### config.mk
export PLATFORM = sky130hd
export DESIGN_NAME = operand_collector
export DESIGN_NICKNAME = d
export VERILOG_FILES = /design/src/rtl/operand_collector.sv
export SDC_FILE = /design/constraint.sdc
export NUM_CORES = 2
export LEC_CHECK = 0
export BUFFER_PORTS_ARGS = -buffer_cell sky130_fd_sc_hd__buf_2
export CAP_MARGIN = 20
export CORE_AREA = 2 2 379 381
export DETAILED_ROUTE_END_ITERATION = 10
export DIE_AREA = 0 0 381 383
export GPL_TIMING_DRIVEN = 0
export SETUP_SLACK_MARGIN = 0.3
export SLEW_MARGIN = 20
export SYNTH_ARGS = -nofsm -noshare
export SYNTH_HDL_FRONTEND = slang
export SYNTH_SLANG_ARGS = --single-unit
export TNS_END_PERCENT = 5
### constraint.sdc
create_clock -name clk -period 2.84 [get_ports clk]
set_input_delay 0.426 -clock clk [delete_from_list [all_inputs] [get_ports clk]]
set_output_delay 0.426 -clock clk [all_outputs]
set_load 0.02 [all_outputs]
### src/rtl/operand_collector.sv
// operand_collector
//   Holds one decoded instruction between decode and execute until every
//   used source operand has been captured. Each operand comes either from the
//   register file or from one of NFWD forwarding buses. Operands whose
//   producer has not written back yet are waited on in place, not refetched.
//
// Ports
//   clk, rst         clock, synchronous active-high reset
//   flush            drop the held instruction (mispredict)
//   in_valid/ready   decode handshake; in_meta, in_use, in_raddr describe it
//   rd_addr          addresses shown to the register file / hazard unit
//   rf_data          register-file read data for rd_addr
//   fwd_sel          per port: 0 = rf_data, k = fwd_data source k-1
//   fwd_pending      per port: producer of rd_addr has not finished yet
//   fwd_data         forwarding buses
//   out_valid/ready  execute handshake; out_meta, out_data are registered
//   stall_cnt        saturating count of cycles spent waiting in COLLECT
module operand_collector #(
  parameter int NPORTS = 6,
  parameter int NFWD   = 6,
  parameter int XLEN   = 32,
  parameter int RADDR  = 6,
  parameter int META_W = 128,
  parameter int FSEL   = $clog2(NFWD + 1)
) (
  input  logic                      clk,
  input  logic                      rst,
  input  logic                      flush,
  input  logic                      in_valid,
  output logic                      in_ready,
  input  logic [META_W-1:0]         in_meta,
  input  logic [NPORTS-1:0]         in_use,
  input  logic [NPORTS*RADDR-1:0]   in_raddr,
  output logic [NPORTS*RADDR-1:0]   rd_addr,
  input  logic [NPORTS*XLEN-1:0]    rf_data,
  input  logic [NPORTS*FSEL-1:0]    fwd_sel,
  input  logic [NPORTS-1:0]         fwd_pending,
  input  logic [NFWD*XLEN-1:0]      fwd_data,
  output logic                      out_valid,
  input  logic                      out_ready,
  output logic [META_W-1:0]         out_meta,
  output logic [NPORTS*XLEN-1:0]    out_data,
  output logic [31:0]               stall_cnt
);

  typedef enum logic [1:0] {
    ST_EMPTY   = 2'd0,
    ST_COLLECT = 2'd1,
    ST_READY   = 2'd2
  } state_t;

  state_t                   state_r;
  state_t                   state_next_s;
  logic [META_W-1:0]        meta_r;
  logic [NPORTS*RADDR-1:0]  addr_r;
  // The use mask is folded into cap_r: unused ports are captured at accept.
  logic [NPORTS-1:0]        cap_r;
  logic [NPORTS*XLEN-1:0]   data_r;
  logic                     valid_r;
  logic [31:0]              stall_cnt_r;

  logic                     in_ready_s;
  logic [NPORTS*RADDR-1:0]  rd_addr_s;
  logic                     accept_s;
  logic [NPORTS-1:0]        cap_acc_s;
  logic [NPORTS-1:0]        cap_col_s;
  logic [NPORTS*XLEN-1:0]   sel_data_s;

  // Operand mux: a select of 0 or any value above NFWD falls back to rf_data.
  function automatic logic [XLEN-1:0] pick_operand(
    input logic [FSEL-1:0]      sel,
    input logic [XLEN-1:0]      rf,
    input logic [NFWD*XLEN-1:0] fwd
  );
    logic [XLEN-1:0] v;
    v = rf;
    for (int k = 0; k < NFWD; k++) begin
      if (sel == FSEL'(k + 1)) begin
        v = fwd[k*XLEN +: XLEN];
      end
    end
    return v;
  endfunction

  // Selected value per port for the address currently on rd_addr.
  always_comb begin
    sel_data_s = '0;
    for (int p = 0; p < NPORTS; p++) begin
      sel_data_s[p*XLEN +: XLEN] = pick_operand(fwd_sel[p*FSEL +: FSEL],
                                                rf_data[p*XLEN +: XLEN],
                                                fwd_data);
    end
  end

  // Capture masks: what would be captured on accept, and after a COLLECT edge.
  always_comb begin
    cap_acc_s = '0;
    cap_col_s = '0;
    for (int p = 0; p < NPORTS; p++) begin
      cap_acc_s[p] = ~in_use[p] | ~fwd_pending[p];
      cap_col_s[p] = cap_r[p]   | ~fwd_pending[p];
    end
  end

  // FSM outputs: in_ready and the address steering toward the register file.
  always_comb begin
    in_ready_s = 1'b0;
    rd_addr_s  = in_raddr;
    case (state_r)
      ST_EMPTY:   in_ready_s = 1'b1;
      ST_COLLECT: rd_addr_s  = addr_r;
      ST_READY:   in_ready_s = out_ready;
      default:    in_ready_s = 1'b0;
    endcase
  end

  // in_ready may read 1 during flush, but the offered instruction is dropped.
  assign accept_s = in_valid & in_ready_s & ~flush;

  // FSM next state; flush wins over accept and capture.
  always_comb begin
    state_next_s = state_r;
    if (flush) begin
      state_next_s = ST_EMPTY;
    end else begin
      case (state_r)
        ST_EMPTY: begin
          if (accept_s) begin
            state_next_s = (&cap_acc_s) ? ST_READY : ST_COLLECT;
          end else begin
            state_next_s = ST_EMPTY;
          end
        end
        ST_COLLECT: begin
          state_next_s = (&cap_col_s) ? ST_READY : ST_COLLECT;
        end
        ST_READY: begin
          if (accept_s) begin
            state_next_s = (&cap_acc_s) ? ST_READY : ST_COLLECT;
          end else if (out_ready) begin
            state_next_s = ST_EMPTY;
          end else begin
            state_next_s = ST_READY;
          end
        end
        default: state_next_s = ST_EMPTY;
      endcase
    end
  end

  // FSM state register; out_valid is simply "next state is READY" registered.
  always_ff @(posedge clk) begin
    if (rst) begin
      state_r <= ST_EMPTY;
      valid_r <= 1'b0;
    end else begin
      state_r <= state_next_s;
      valid_r <= (state_next_s == ST_READY);
    end
  end

  // Held instruction: meta, addresses, capture bits and operand values.
  always_ff @(posedge clk) begin
    if (rst) begin
      meta_r <= '0;
      addr_r <= '0;
      cap_r  <= '0;
      data_r <= '0;
    end else if (flush) begin
      cap_r <= '0;
    end else if (accept_s) begin
      meta_r <= in_meta;
      addr_r <= in_raddr;
      cap_r  <= cap_acc_s;
      for (int p = 0; p < NPORTS; p++) begin
        data_r[p*XLEN +: XLEN] <= (in_use[p] & ~fwd_pending[p]) ?
                                  sel_data_s[p*XLEN +: XLEN] : '0;
      end
    end else if (state_r == ST_COLLECT) begin
      cap_r <= cap_col_s;
      // Only still-missing ports load; captured ports keep their value.
      for (int p = 0; p < NPORTS; p++) begin
        if (~cap_r[p] & ~fwd_pending[p]) begin
          data_r[p*XLEN +: XLEN] <= sel_data_s[p*XLEN +: XLEN];
        end
      end
    end
  end

  // Stall counter: counts COLLECT cycles that end with an operand still missing.
  always_ff @(posedge clk) begin
    if (rst) begin
      stall_cnt_r <= 32'd0;
    end else if ((state_r == ST_COLLECT) && !flush && !(&cap_col_s) &&
                 (stall_cnt_r != 32'hFFFF_FFFF)) begin
      stall_cnt_r <= stall_cnt_r + 32'd1;
    end
  end

  assign in_ready  = in_ready_s;
  assign rd_addr   = rd_addr_s;
  assign out_valid = valid_r;
  assign out_meta  = meta_r;
  assign out_data  = data_r;
  assign stall_cnt = stall_cnt_r;

endmodule

==> impl_metrics.py <==
metrics = {
    "layout": {
        "syn2layout_area_growth_pct": 44.1,
        "multi_input_comb_area_mm2": 0.0166,
        "drive_gt1_share_pct": 36.7,
        "postLayoutCoreUtil_pct": 26.2,
        "nFillCells": 15500,
        "nNetsFinal": 4795,
        "regArea_mm2": 0.00795,
        "fin_area_mm2": 0.0372,
    },
    "critical_path": {
        "critPathLaunch": "fwd_sel[10]",
        "timing.rr.start": "stall_cnt[9]",
        "crit_slowest_cell": "nor2_2",
        "arrival_ns": 3.28,
        "max_stage_delay_ns": 0.61,
        "r2r_setup_slack_ns": 0.33,
        "crit_path_start_kind": "input port",
        "end_kind": "register",
        "path_cells": "clkbuf_1 > nand2b_1 > clkbuf_1 > nor2_2 > clkbuf_1 > a22oi_1 > o211a_1 > o31ai_2",
        "crit_end": "out_data[122]",
        "worstPathRequired_ns": 3.42,
        "r2r_end": "stall_cnt[20]",
        "cpMostUsedCell": "clkbuf_1",
        "cp_max_fo": 10,
        "reg2regPathDepth": 5,
        "criticalPathCategory": "input port to register",
    },
    "power_and_ir_drop": {
        "sequentialPowerShare_pct": 32.7,
        "p_switching_mw": 6.31,
        "p_clk_share_pct": 41.6,
        "powerDensity_mw_per_mm2": 485,
        "vdd_ir_drop_max_mv": 0.483,
        "switching_share_pct": 34.9,
        "power.total_mw": 18.1,
        "p_leak_nw": 15.8,
        "pwr-share-comb_pct": 25.7,
        "intPower_mw": 11.8,
    },
    "run_status": {
        "status": "completed",
    },
    "place": {
        "gp_congestion": 0.997,
        "post-place-ws_ns": -0.845,
        "place_area_mm2": 0.0332,
        "place.port_buffers": 965,
        "post-dp-hpwl_um": 163000,
    },
    "sta": {
        "relSlewSlack_pct": 23.3,
        "worst_pin_slew_ns": 1.15,
        "hold_viol_final": 0,
        "fmaxAchievable_mhz": 372,
        "rsz0062_at_grt": "yes",
        "report.final.slew_viol_count": 0,
        "finalCritPeriodShare_pct": 94.8,
        "fin_ws_ns": 0.149,
        "fin_skew_ns": 0.0416,
        "tns_ns": 0,
        "final.min_clock_period_ns": 2.69,
        "setup_viol_count_final": 0,
    },
    "drt": {
        "wl_um": 204000,
        "wl_per_cell_um": 32.9,
        "route.detailed.drc": 0,
        "ant_nets": 0,
        "vias_per_cell": 5.41,
        "drtIter0Drc": 3952,
        "firstDrtPassIters": 8,
        "vias": 33600,
    },
    "yosys": {
        "ys_warn_count": 0,
        "synth_top_family_by_area": "compound AO/OA/AOI/OAI gates",
        "yosys.area_share.simple_pct": 14.2,
        "synth_area_leaders": "dfxtp_1 (31%), mux2_2 (10%), mux2i_1 (7.4%)",
        "synth-edff-count": 0,
        "synthAdderAreaFrac_pct": 0.0484,
        "synth_compound_area_share_pct": 31.8,
        "yosys-mux-area-fraction_pct": 17.7,
        "synth_seq_area_share_pct": 30.8,
        "syn_avg_cell_area_um2": 8.59,
        "yosysTopAreaCellShare_pct": 30.8,
        "post-synth-top-count-cell": "nand2_1",
        "synth.cells.most_frequent": "nand2_1 (476), dfxtp_1 (397), mux2_2 (231)",
        "synth-main-ff-cell": "dfxtp_1",
        "synth_cell_types": 55,
        "syn-instance-count": 3007,
        "synth_seq_cells": 397,
        "synth.largest_area_cell": "dfxtp_1",
        "synthXorXnorAreaFrac_pct": 0,
        "syn_nets": 3591,
        "async_reset_ff_share_pct": 0,
        "netlist_area_mm2": 0.0258,
    },
    "cts": {
        "clockBufferDepth": 3,
        "cts_made_buffers": 54,
        "cts_max_level": 2,
        "path_clk_slew_ns": 0.06,
        "cts_tree": "done",
        "clock_sinks": 397,
        "cts-root-buf": "clkbuf_16",
        "clk_latency_ns": 0.67,
    },
    "global_route": {
        "antenna_found_initial": 109,
        "grt_pass1_wl_um": 272000,
        "grt_overflow": 0,
        "grt_max_degree": 17,
        "grt_pass1_vias": 31900,
        "track_usage_pct": 26.5,
    },
    "die": {
        "fp-row-count": 139,
        "start_util_pct": 18.2,
        "ioPinCount": 973,
        "die_x_um": 381,
        "core_mm2": 0.142,
        "die_area_mm2": 0.146,
        "die_h_um": 383,
    },
    "flow_run": {
        "drv_cap": 0,
    },
    "hold_path": {
        "holdCritPathClass": "input port to register",
    },
}
==> worst min path at each step <==
| stage | from | endpoint | slack (ns) | cells past startpoint |
|---|---|---|---|---|
| floorplan | addr_r[0] | addr_r[0] | 0.43 | 2 |
| detailed placement | out_data[109] | out_data[109] | 0.44 | 2 |
| finish | in_meta[41] | out_meta[41] | 0.06 | 3 |
| CTS | fwd_pending[5] | cap_r[5] | 0.002 | 2 |
| global placement | out_data[26] | out_data[26] | 0.44 | 2 |
| global route | in_meta[47] | out_meta[47] | 0.02 | 3 |
==> per-layer routing <==
layer  up-vias  routed length, µm  track usage (%)
met5         -                258                0
met1     16400              76100             31.0
met3       625              23500             8.95
met4        42              12900             14.0
li1      14000                  -                -
met2      2594              91700             42.9
==> timing repair <==
item,4_1_cts,5_1_grt
setup endpoints to repair,399,115
buffers inserted,4,5
pin swaps,1,3
hold buffers,166,0
endpoints found under the hold margin,161,0
resized for setup,69,9
==> layout make-up <==
type	count	area share, %
Antenna cell	57	0.383
Sequential cell	397	21.4
Timing Repair Buffer	1148	18.0
Clock buffer	72	4.08
Inverter	18	0.182
Tap cell	1903	6.40
Multi-Input combinational cell	2286	44.6
Buffer	306	3.95
Clock inverter	29	1.04
==> kinds of logic after synthesis <==
logic type	after synthesis
simple gates	844
buf+inv	324
fa+ha+maj	1
mux	427
compound gates	1014
flops	397
==> per-stage QoR <==
step	instances	hold WS, ns
finish	6216	0.0591
global route	6196	0.0247
CTS	6154	0.00207
detailed placement	5883	0.435
global placement	5875	0.435
floorplan	3007	0.434
==> worst max-delay path: cells and delay by family <==
family                 cells  cell delay [ns]
buffers and inverters      3             1.52
and+or+nand+nor            2             0.71
AOI/OAI and AO/OA          3             0.60
==> layout by cell type, fill, tap and decap left out, types with 8 or more instances in the layout <==
| cell | instances |
|---|---|
| a21oi_1 | 193 |
| a221oi_1 | 32 |
| a22oi_1 | 162 |
| a32o_1 | 64 |
| and2_1 | 9 |
| buf_1 | 26 |
| buf_2 | 1010 |
| buf_4 | 16 |
| buf_6 | 25 |
| clkbuf_1 | 193 |
| clkbuf_16 | 57 |
| clkbuf_2 | 17 |
| clkbuf_8 | 11 |
| clkinv_2 | 10 |
| dfxtp_1 | 395 |
| diode_2 | 57 |
| dlygate4sd3_1 | 166 |
| inv_1 | 14 |
| mux2_2 | 226 |
| mux2i_1 | 192 |
| nand2_1 | 475 |
| nand2b_1 | 15 |
| nand3_1 | 8 |
| nor2_1 | 187 |
| nor2b_1 | 8 |
| nor3_1 | 9 |
| o211a_1 | 128 |
| o211ai_1 | 32 |
| o21ai_0 | 35 |
| o221ai_1 | 159 |
| o22ai_1 | 35 |
| o31ai_1 | 54 |
| o31ai_2 | 100 |
| or2_2 | 33 |
| or3_1 | 39 |
| or4_1 | 20 |
==> registers in the layout, indices dropped and copies added, names as in the netlist <==
name,flops
out_meta,128
stall_cnt,32
cap_r,6
state_r,2
addr_r,36
out_valid,1
out_data,192
==> power groups by stage <==
stage	logic [mW]	clock network, mW	registers (mW)
global placement	4.21	0	6.01
floorplan	1.89	0	6.21
finish	4.65	7.51	5.91
global route	4.80	7.84	5.92
CTS	4.52	7.63	5.90
detailed placement	4.27	0	6.02
No activity file was read; power rests on OpenSTA's default activity.
